==> src/rtl/cpu_types_pkg.sv <==
// Shared CPU types for the hazard/stall controller.
// The optional HAZARD_PERF_CNT_EN build uses sat_inc32 for its event counters.
package cpu_types_pkg;

   typedef enum logic [1:0] {
      HZ_IDLE,
      HZ_LU_STALL,
      HZ_BR_WAIT,
      HZ_HALTED
   } hz_state_t;

   localparam int LU_CNT_W = 3;
   localparam int BR_CNT_W = 4;

   // Counters stick at all-ones instead of wrapping.
   function automatic logic [31:0] sat_inc32(input logic [31:0] v);
      return (v == '1) ? v : v + 32'd1;
   endfunction

endpackage

==> src/rtl/hazard_perf_counters.sv <==
// Saturating stall/flush event counters for the hazard controller.
// Present only when HAZARD_PERF_CNT_EN is defined.
`ifdef HAZARD_PERF_CNT_EN
module hazard_perf_counters
   import cpu_types_pkg::*;
(
   input  logic        CLK,
   input  logic        nRST,
   input  logic        lu_inc,
   input  logic        br_inc,
   input  logic        fl_inc,
   output logic [31:0] lu_stall_cyc,
   output logic [31:0] br_stall_cyc,
   output logic [31:0] flush_cnt
);

   always_ff @(posedge CLK) begin
      if (!nRST) begin
         lu_stall_cyc <= '0;
         br_stall_cyc <= '0;
         flush_cnt    <= '0;
      end else begin
         if (lu_inc) lu_stall_cyc <= sat_inc32(lu_stall_cyc);
         if (br_inc) br_stall_cyc <= sat_inc32(br_stall_cyc);
         if (fl_inc) flush_cnt    <= sat_inc32(flush_cnt);
      end
   end

endmodule
`endif

==> src/rtl/hazard_stall_ctrl.sv <==
// Responder for hazard-unit stall requests: sequences load-use bubbles and branch waits,
// drives PC/latch enables and flushes. HAZARD_PERF_CNT_EN adds saturating perf counters.
module hazard_stall_ctrl
   import cpu_types_pkg::*;
#(
   parameter int LU_STALL_CYCLES = 2,
   parameter int BR_WAIT_MAX     = 8
) (
   input  logic        CLK,
   input  logic        nRST,
   input  logic        load_use,
   input  logic        jump_use,
   input  logic        ihit,
   input  logic        dmem_req,
   input  logic        dhit,
   input  logic        br_resolved,
   input  logic        br_taken,
   input  logic        halt,
   output logic        pc_en,
   output logic        ifid_en,
   output logic        idex_en,
   output logic        exmem_en,
   output logic        memwb_en,
   output logic        ifid_flush,
   output logic        idex_flush,
   output logic        exmem_flush,
   output logic        lu_done,
   output logic        ju_done,
   output logic        br_timeout
`ifdef HAZARD_PERF_CNT_EN
   ,
   output logic [31:0] lu_stall_cyc,
   output logic [31:0] br_stall_cyc,
   output logic [31:0] flush_cnt
`endif
);

   localparam logic [LU_CNT_W-1:0] LU_INIT = LU_CNT_W'(LU_STALL_CYCLES);
   localparam logic [LU_CNT_W-1:0] LU_ONE  = LU_CNT_W'(1);
   localparam logic [BR_CNT_W-1:0] BR_LAST = BR_CNT_W'(BR_WAIT_MAX - 1);
   localparam logic [BR_CNT_W-1:0] BR_ONE  = BR_CNT_W'(1);

   hz_state_t           state, state_n;
   logic [LU_CNT_W-1:0] cnt, cnt_n;
   logic [BR_CNT_W-1:0] wcnt, wcnt_n;
   logic                lu_pend, lu_pend_n;
   logic                ju_pend, ju_pend_n;
   logic                to_fire;
   logic                adv, lu_req, ju_req;

   // A missing icache hit or an outstanding data access freezes the whole pipe.
   assign adv    = ihit & ~(dmem_req & ~dhit);
   assign lu_req = load_use | lu_pend;
   assign ju_req = jump_use | ju_pend;

   always_ff @(posedge CLK) begin
      if (!nRST) begin
         state      <= HZ_IDLE;
         cnt        <= '0;
         wcnt       <= '0;
         lu_pend    <= 1'b0;
         ju_pend    <= 1'b0;
         br_timeout <= 1'b0;
      end else begin
         state   <= state_n;
         cnt     <= cnt_n;
         wcnt    <= wcnt_n;
         lu_pend <= lu_pend_n;
         ju_pend <= ju_pend_n;
         if (to_fire) br_timeout <= 1'b1;
      end
   end

   always_comb begin
      state_n     = state;
      cnt_n       = cnt;
      wcnt_n      = wcnt;
      lu_pend_n   = lu_pend;
      ju_pend_n   = ju_pend;
      to_fire     = 1'b0;
      pc_en       = 1'b0;
      ifid_en     = 1'b0;
      idex_en     = 1'b0;
      exmem_en    = 1'b0;
      memwb_en    = 1'b0;
      ifid_flush  = 1'b0;
      idex_flush  = 1'b0;
      exmem_flush = 1'b0;
      lu_done     = 1'b0;
      ju_done     = 1'b0;

      if (halt) begin
         state_n = HZ_HALTED;
      end else begin
         case (state)
            HZ_IDLE: begin
               pc_en    = adv;
               ifid_en  = adv;
               idex_en  = adv;
               exmem_en = adv;
               memwb_en = adv;
               if (adv) begin
                  lu_pend_n = 1'b0;
                  ju_pend_n = 1'b0;
                  if (lu_req) begin
                     state_n   = HZ_LU_STALL;
                     cnt_n     = LU_INIT;
                     ju_pend_n = ju_req;  // branch waits behind the load-use bubbles
                  end else if (ju_req) begin
                     state_n = HZ_BR_WAIT;
                     wcnt_n  = '0;
                  end
               end else begin
                  // Requests may be single-cycle; hold them across the freeze.
                  lu_pend_n = lu_req;
                  ju_pend_n = ju_req;
               end
            end

            HZ_LU_STALL: begin
               idex_en    = adv;
               exmem_en   = adv;
               memwb_en   = adv;
               idex_flush = adv;
               if (adv) begin
                  if (cnt <= LU_ONE) begin
                     cnt_n   = '0;
                     lu_done = 1'b1;
                     state_n = HZ_IDLE;
                  end else begin
                     cnt_n = cnt - LU_ONE;
                  end
               end
            end

            HZ_BR_WAIT: begin
               idex_en    = adv;
               exmem_en   = adv;
               memwb_en   = adv;
               ifid_flush = adv;
               if (adv) begin
                  if (br_resolved) begin
                     pc_en       = 1'b1;
                     ju_done     = 1'b1;
                     idex_flush  = br_taken;
                     exmem_flush = br_taken;
                     state_n     = HZ_IDLE;
                  end else begin
                     wcnt_n = (wcnt == '1) ? wcnt : wcnt + BR_ONE;
                     if (wcnt >= BR_LAST) begin
                        // Watchdog: retire the request so fetch is not held forever.
                        to_fire = 1'b1;
                        ju_done = 1'b1;
                        state_n = HZ_IDLE;
                     end
                  end
               end
            end

            HZ_HALTED: begin
            end
         endcase
      end

      if (!nRST) begin
         pc_en       = 1'b0;
         ifid_en     = 1'b0;
         idex_en     = 1'b0;
         exmem_en    = 1'b0;
         memwb_en    = 1'b0;
         ifid_flush  = 1'b1;
         idex_flush  = 1'b1;
         exmem_flush = 1'b1;
         lu_done     = 1'b0;
         ju_done     = 1'b0;
      end
   end

`ifdef HAZARD_PERF_CNT_EN
   logic lu_inc, br_inc, fl_inc;

   assign lu_inc = adv & ~halt & (state == HZ_LU_STALL);
   assign br_inc = adv & ~halt & (state == HZ_BR_WAIT);
   assign fl_inc = br_inc & br_resolved & br_taken;

   hazard_perf_counters u_perf (
      .CLK          (CLK),
      .nRST         (nRST),
      .lu_inc       (lu_inc),
      .br_inc       (br_inc),
      .fl_inc       (fl_inc),
      .lu_stall_cyc (lu_stall_cyc),
      .br_stall_cyc (br_stall_cyc),
      .flush_cnt    (flush_cnt)
   );
`endif

endmodule

==> config.mk <==
export PLATFORM = sky130hd
export DESIGN_NAME = hazard_stall_ctrl
export DESIGN_NICKNAME = d
export VERILOG_FILES = /design/src/rtl/cpu_types_pkg.sv /design/src/rtl/hazard_perf_counters.sv /design/src/rtl/hazard_stall_ctrl.sv
export SDC_FILE = /design/constraint.sdc
export NUM_CORES = 1
export LEC_CHECK = 0
export ABC_AREA = 1
export ABC_CLOCK_PERIOD_IN_PS = 1300
export CAP_MARGIN = 20
export CORE_MARGIN = 2
export CORE_UTILIZATION = 44
export DETAILED_ROUTE_END_ITERATION = 6
export GPL_TIMING_DRIVEN = 0
export PLACE_DENSITY = 0.75
export SLEW_MARGIN = 10
export SYNTH_ARGS = -nofsm -noshare
export SYNTH_HDL_FRONTEND = slang
export SYNTH_SLANG_ARGS = --single-unit
==> constraint.sdc <==
create_clock -name CLK -period 1.3 [get_ports CLK]
set_input_delay 0.26 -clock CLK [delete_from_list [all_inputs] [get_ports CLK]]
set_output_delay 0.26 -clock CLK [all_outputs]
set_load 0.05 [all_outputs]
==> results by group, run 1 <==
Outcome
  • Status: complete, but fails checks
  • Failing checks: setup timing

Cells and area
  • Antenna fix cells: 0
  • Non-filler cells, final: between 200 and 250
  • Final Util: a little over four fifths
  • Fraction of layout cells with a size suffix above 1: between 50% and 60%
  • # fillers: around 110
  • Final Instance Area: between 1500 and 2000 µm²
  • # nets final: a little over 200
  • P&R area growth vs syn: 76.2%

Worst hold path
  • Hold WC Path Type: in2reg

GRT
  • Global-route wire length before repair: between 5 and 6 mm
  • Largest net degree at the start of global routing: 11
  • Total congestion overflow: 0
  • Initial antenna violation count: 0
  • Vias in the first global route: about 1,200
  • GRT Total Usage: 27.0%

Routing
  • Routed Antenna Nets: 0
  • Starting DRT DRC Count: 31
  • 1st-pass router iterations: 4
  • DR WL/cell: ~16 µm
  • Routed vias/inst: around 5.7
  • Vias: about 1,200
  • Post-route DRC: 0
  • Routed WL: about 3.5 mm

Die
  • Row count: 16
  • Initial Util: between 40% and 50%
  • I/O pin total: 21
  • Die span in y: 50.5 µm
  • Die area: between 2000 and 3000 µm²
  • Std-Cell Core Area: approximately 2000 µm²
  • Die Wd: slightly above 50 µm

Logic synthesis
  • Primary FF master, synth: dfxtp_1
  • Adder-Cell Fraction of Synth Area: 9.20%
  • Largest family of logic cells by synthesized area: simple AND/OR/NAND/NOR gates
  • #FFs+latches synth: 12
  • Synth warnings: 0
  • Post-synthesis simple-gate area fraction: between 30% and 40%
  • Post-synthesis compound-gate area fraction: approximately 16%
  • Unique masters post-synth: 26
  • Syn Area/Cell: 6.31 µm²
  • Seq/Total Area, Yosys: 25.2%
  • Synth area leader: dfxtp_1
  • Syn nets: ~170
  • Synth top area share: ~25%
  • Most frequent cell after synthesis: nand2_1
  • Post-Synth XOR/XNOR Area: less than 1%
  • Post-synth top cells: nand2_1 (36), nor2_1 (22), inv_1 (18)
  • Post-Synthesis Cells: between 150 and 200
  • Dominant cells by area after synthesis: dfxtp_1 (25%), nand2_1 (14%), ha_1 (9.2%)
  • Async SR Flop Fraction: 0%
  • Mux cell area share after synthesis: 0%
  • Number of synthesized flops with an enable pin: 0
  • Mapped cell area: 952 µm²

Critical path
  • Crit path arrival time: 1440 ps
  • Slowest cell on crit path: clkdlybuf4s50_1
  • Crit path required time: 1040 ps
  • Delay-heaviest family, CP: buffers and inverters
  • Critical Path Sink Type: output pin
  • CP peak stage delay: around 500 ps
  • Buf/Inv on CP: 3
  • Worst path cell trace: clkdlybuf4s50_1 -> inv_1 -> nor2_4 -> a21oi_2 -> o21ai_4 -> buf_6
  • Slack of the worst reg-to-reg path: -340 ps
  • CP Class: in2out
  • Crit start category: primary input
  • Peak fanout along the critical path: 4

Timing
  • Clock skew: approximately 12 ps
  • Fmax: slightly below 600 MHz
  • Fin. max-slew vios: 0
  • RSZ-0062 raised after global routing: yes
  • Tmin final: approximately 1700 ps
  • Hold_ws: a little under 300 ps
  • Least-Margin Pin Slew: between 400 and 500 ps
  • Final hold vios: 0
  • Slew HR: approximately 68%
  • Final setup viols: 19
  • Setup slack after layout: -398 ps
  • Fin crit share: 131%

Clocking
  • CTS sink cnt: 12
  • Longest Clk Path Bufs: 2
  • CTS Buf Count: 3
  • Worst-Skew Late Latency: approximately 280 ps
  • Root buf cell: clkbuf_4
  • CTS clk-pin slew, worst paths: about 90 ps
  • H-tree lvl count: 1
  • CTS tree: done
  • Cts hold-fix bufs: 0

Place
  • HPWL Detailed: 1.98 mm
  • Final Wtd Congestion: between 0.8 and 0.9
  • # placed instances: about 200
  • Placed Area: 1340 µm²
  • IO buf count: 19

Pwr
  • P_leak: ~0.7 nW
  • Power per cell area: between 700 and 800 nW/µm²
  • Total power: about 0.0013 W
  • Peak supply drop: roughly 0.61 mV

Flow run
  • Max Cap Viol: 0
tightest hold or removal path, stage by stage:
cell	delay, ps
clkbuf_8	160
nand2_2	90
a21oi_2	30
path summary, 6_finish.rpt:
path                     from         end  cells past startpoint
setup / recovery  br_resolved  idex_flush                      6
hold / removal           nRST     wcnt[0]                      3
setup reg to reg     state[0]    state[0]                     12
hold reg to reg    br_timeout  br_timeout                      2
state kept, by name, summed over array words and instances, names as in the netlist:
signal / count
wcnt: 4
cnt: 3
state: 2
br_timeout: 1
ju_pend: 1
lu_pend: 1
cells by family (layout without fill, tap and decap cells):
| family | Yosys count | count (layout) |
|---|---|---|
| AND/OR/NAND/NOR | 82 | 82 |
| XOR/XNOR | 1 | 1 |
| flip-flops | 12 | 12 |
| buffers and inverters | 23 | 60 |
| AO/OA/AOI/OAI | 26 | 26 |
| adder cells (fa/ha/maj) | 7 | 7 |
placed cells by master, fill, tap and decap left out, types with 2 or more instances in the layout:
cell / netlist / layout
inv_4: 0 / 3
clkbuf_4: 0 / 3
nand2_4: 1 / 8
nand3_1: 13 / 7
nand2_1: 36 / 22
nor3_4: 0 / 3
inv_2: 1 / 2
nor2_4: 0 / 2
nand2_2: 0 / 7
o21ai_1: 1 / 3
a21oi_1: 12 / 5
nor2_1: 22 / 17
o21ai_0: 7 / 3
clkdlybuf4s50_1: 0 / 4
ha_4: 0 / 5
dlygate4sd2_1: 0 / 4
o21ai_4: 0 / 2
buf_4: 2 / 12
ha_1: 7 / 2
o21ai_2: 2 / 2
nand3_2: 0 / 6
dfxtp_1: 12 / 7
dfxtp_4: 0 / 4
inv_1: 18 / 13
buf_6: 0 / 12
nor2_2: 2 / 5
a21oi_2: 0 / 7
buf_8: 0 / 2
routing by layer:
layer | routed length (µm) | track usage [%]
met1 | 1330 | 27.4
met2 | 1900 | 55.3
met3 | 149 | 5.65
met4 | 91 | 5.41
met5 | 0 | 0
stage by stage:
step	setup TNS [ps]	setup slack [ps]
finish	-5450	-398
detailed placement	-16410	-1460
CTS	-4500	-397
global route	-6480	-458
global placement	-15970	-1420
floorplan	-2000	-391
power breakdown:
group / total, W / internal (W) / switching [W]
sequential: 0.000419 / 0.000388 / 0.0000305
clock: 0.000253 / 0.000119 / 0.000134
combinational: 0.000619 / 0.000249 / 0.000370
total: 0.00129 / 0.000756 / 0.000535
timing repair:
item	4_1_cts	5_1_grt
buffers inserted	10	6
setup endpoints to repair	22	20
resized for setup	106	23
pin swaps	20	10
layout make-up:
class | instances | area (µm²) | share of cell area, %
tap | 27 | 33.8 | 2.01
timing repair buffer | 33 | 319 | 19.0
inverter | 20 | 87.6 | 5.22
multi-input combinational | 116 | 918 | 54.7
buffer | 3 | 36.3 | 2.16
sequential | 12 | 256 | 15.3
clock buffer | 4 | 26.3 | 1.57
(Power assumes the default switching activity.)
==> run 2, diff against run 1 <==
CAP_MARGIN = default   (was 20)
==> results of run 2 <==
Final layout, timing and power as in run 1 (identical DEF).
==> run 3, diff against run 2 <==
CAP_MARGIN = 20   (was default)
CORE_ASPECT_RATIO = 1.4   (was default)
==> run 3 against run 2 <==
The run still ends with setup timing left. Sequential share of layout area grew 0.74 points. Maximum frequency fell by 0.70%. Critical endpoint is now ju_done. Non-clock buffer count is 3 lower. Worst setup slack worse by 12 ps. Clock skew down 5.9 ps. Critical path depth unchanged. Largest power group unchanged. Worst hold slack worse by 5.3 ps. Sequential power is essentially flat. Core utilization decreased by 3.7 points. Sequential cell count unchanged.
==> results by group, run 3 (synthesis results as in run 1) <==
Cells and area
  • # nets final: 203
  • Final Instance Area: about 1600 µm²
  • Top reg by flops: wcnt
  • Non-filler cells, final: between 200 and 250
  • Largest registers: wcnt (4), cnt (3), state (2)
  • Antenna fix cells: 0
  • P&R area growth vs syn: 68.1%
  • Fraction of layout cells with a size suffix above 1: about 43%
  • Max reg flops: 4
  • Commonest non-fill, non-tap cell in the layout: nand2_1
  • Commonest cells after routing, fill and taps aside: nand2_1 (27), nor2_1 (18), inv_1 (13), nand3_1 (12), buf_6 (10)

Critical path
  • Crit path required time: 1040 ps
  • Slack of the worst reg-to-reg path: -160 ps
  • Slowest cell on crit path: dfxtp_4
  • Peak fanout along the critical path: 4
  • CP Class: reg2out
  • CP peak stage delay: approximately 380 ps
  • Critical Path Sink Type: output pin
  • Crit start category: flip-flop
  • Crit path arrival time: between 1000 and 1500 ps
  • Worst path cell trace: inv_4 -> ha_4 -> nand2_4 -> buf_4 -> nor3_4 -> buf_6
  • FF-to-FF path depth: 9

Routing
  • Post-route DRC: 0
  • Vias: 1,121
  • Starting DRT DRC Count: 22
  • Routed vias/inst: 5.44
  • Routed WL: ~2.9 mm
  • Routed Antenna Nets: 0
  • DR WL/cell: ~14 µm
  • 1st-pass router iterations: 4

Die
  • Die Wd: around 43 µm
  • Initial Util: 47.7%
  • Die area: 2560 µm²
  • I/O pin total: 21
  • Die span in y: a little under 60 µm
  • Row count: 19
  • Std-Cell Core Area: 2000 µm²

Place
  • IO buf count: 19
  • Placed Area: 1340 µm²
  • Pre-CTS WS: -1470 ps
  • # placed instances: between 150 and 200
  • Final Wtd Congestion: around 0.90
  • HPWL Detailed: between 2 and 2.5 mm

Pwr
  • Peak supply drop: approximately 0.85 mV
  • Total power: about 0.0012 W
  • P_leak: between 0.6 and 0.7 nW
  • Power per cell area: 771 nW/µm²

Clocking
  • CTS tree: done
  • Root buf cell: clkbuf_4
  • Longest Clk Path Bufs: 2
  • Cts hold-fix bufs: 0
  • H-tree lvl count: 1
  • CTS Buf Count: 3
  • CTS sink cnt: 12
  • Worst-Skew Late Latency: between 200 and 300 ps
  • CTS clk-pin slew, worst paths: roughly 80 ps

Timing
  • Hold_ws: between 200 and 300 ps
  • Tmin final: 1710 ps
  • RSZ-0062 raised after global routing: yes
  • Fin crit share: 132%
  • Final setup viols: 19
  • Slew HR: roughly three quarters
  • Setup slack after layout: -410 ps
  • Fmax: 585 MHz
  • Clock skew: 5.83 ps
  • Fin. max-slew vios: 0
  • Final hold vios: 0
  • Least-Margin Pin Slew: about 380 ps

Outcome
  • Failing checks: setup timing
  • Status: complete, but fails checks

Worst hold path
  • Hold depth: 3
  • Hold WC Path Type: in2reg

Flow run
  • Max Cap Viol: 0

GRT
  • Initial antenna violation count: 0
  • Total congestion overflow: 0
  • GRT Total Usage: ~24%
  • Vias in the first global route: ~1,100
  • Global-route wire length before repair: about 4.7 mm
  • Largest net degree at the start of global routing: 11
==> run 3: power breakdown <==
part           switching (W)  internal, W  total (W)
registers          0.0000277     0.000388   0.000416
clock network       0.000130     0.000119   0.000249
logic               0.000335     0.000234   0.000570
==> run 3: what timing repair did <==
action | CTS | global route
endpoints found under the setup margin | 22 | 20
cloned | 0 | 0
buffers inserted | 11 | 1
gates resized for setup | 106 | 9
pin swaps | 15 | 10
==> run 3: final cells by class <==
type / instances / area [µm²]
timing repair buffer: 30 / 304
multi-input combinational: 116 / 860
inverter: 20 / 91.3
fill: 133 / 397
buffer: 3 / 36.3
sequential: 12 / 256
clock buffer: 4 / 26.3
tap: 21 / 26.3
==> run 3: final timing paths <==
kind | from | end
worst min register to register | br_timeout | br_timeout
worst min-delay path | nRST | wcnt[0]
worst max-delay path | state[0] | ju_done
worst max register to register | state[1] | cnt[2]
==> run 3: worst max-delay path, delay by kind of cell (launching register included) <==
family	cells	cell delay, ps
flip-flops	1	380
buffers and inverters	3	390
adder cells (fa/ha/maj)	1	150
AND/OR/NAND/NOR	2	240
==> run 3: routing by layer <==
metal | part of all wire, % | GRT usage (%) | up-vias
met5 | 0 | 0 | -
met4 | 3.6 | 13.0 | 0
met3 | 2.8 | 3.96 | 11
met2 | 56 | 46.7 | 29
met1 | 37 | 24.3 | 519
li1 | - | - | 562
==> run 3: stage by stage <==
stage	setup TNS [ps]	utilization, %
2_1_floorplan	-2000	-
3_3_place_gp	-16730	66.9
3_5_place_dp	-17420	66.9
4_1_cts	-4140	78.4
5_1_grt	-6070	80.1
6_report	-4610	80.1
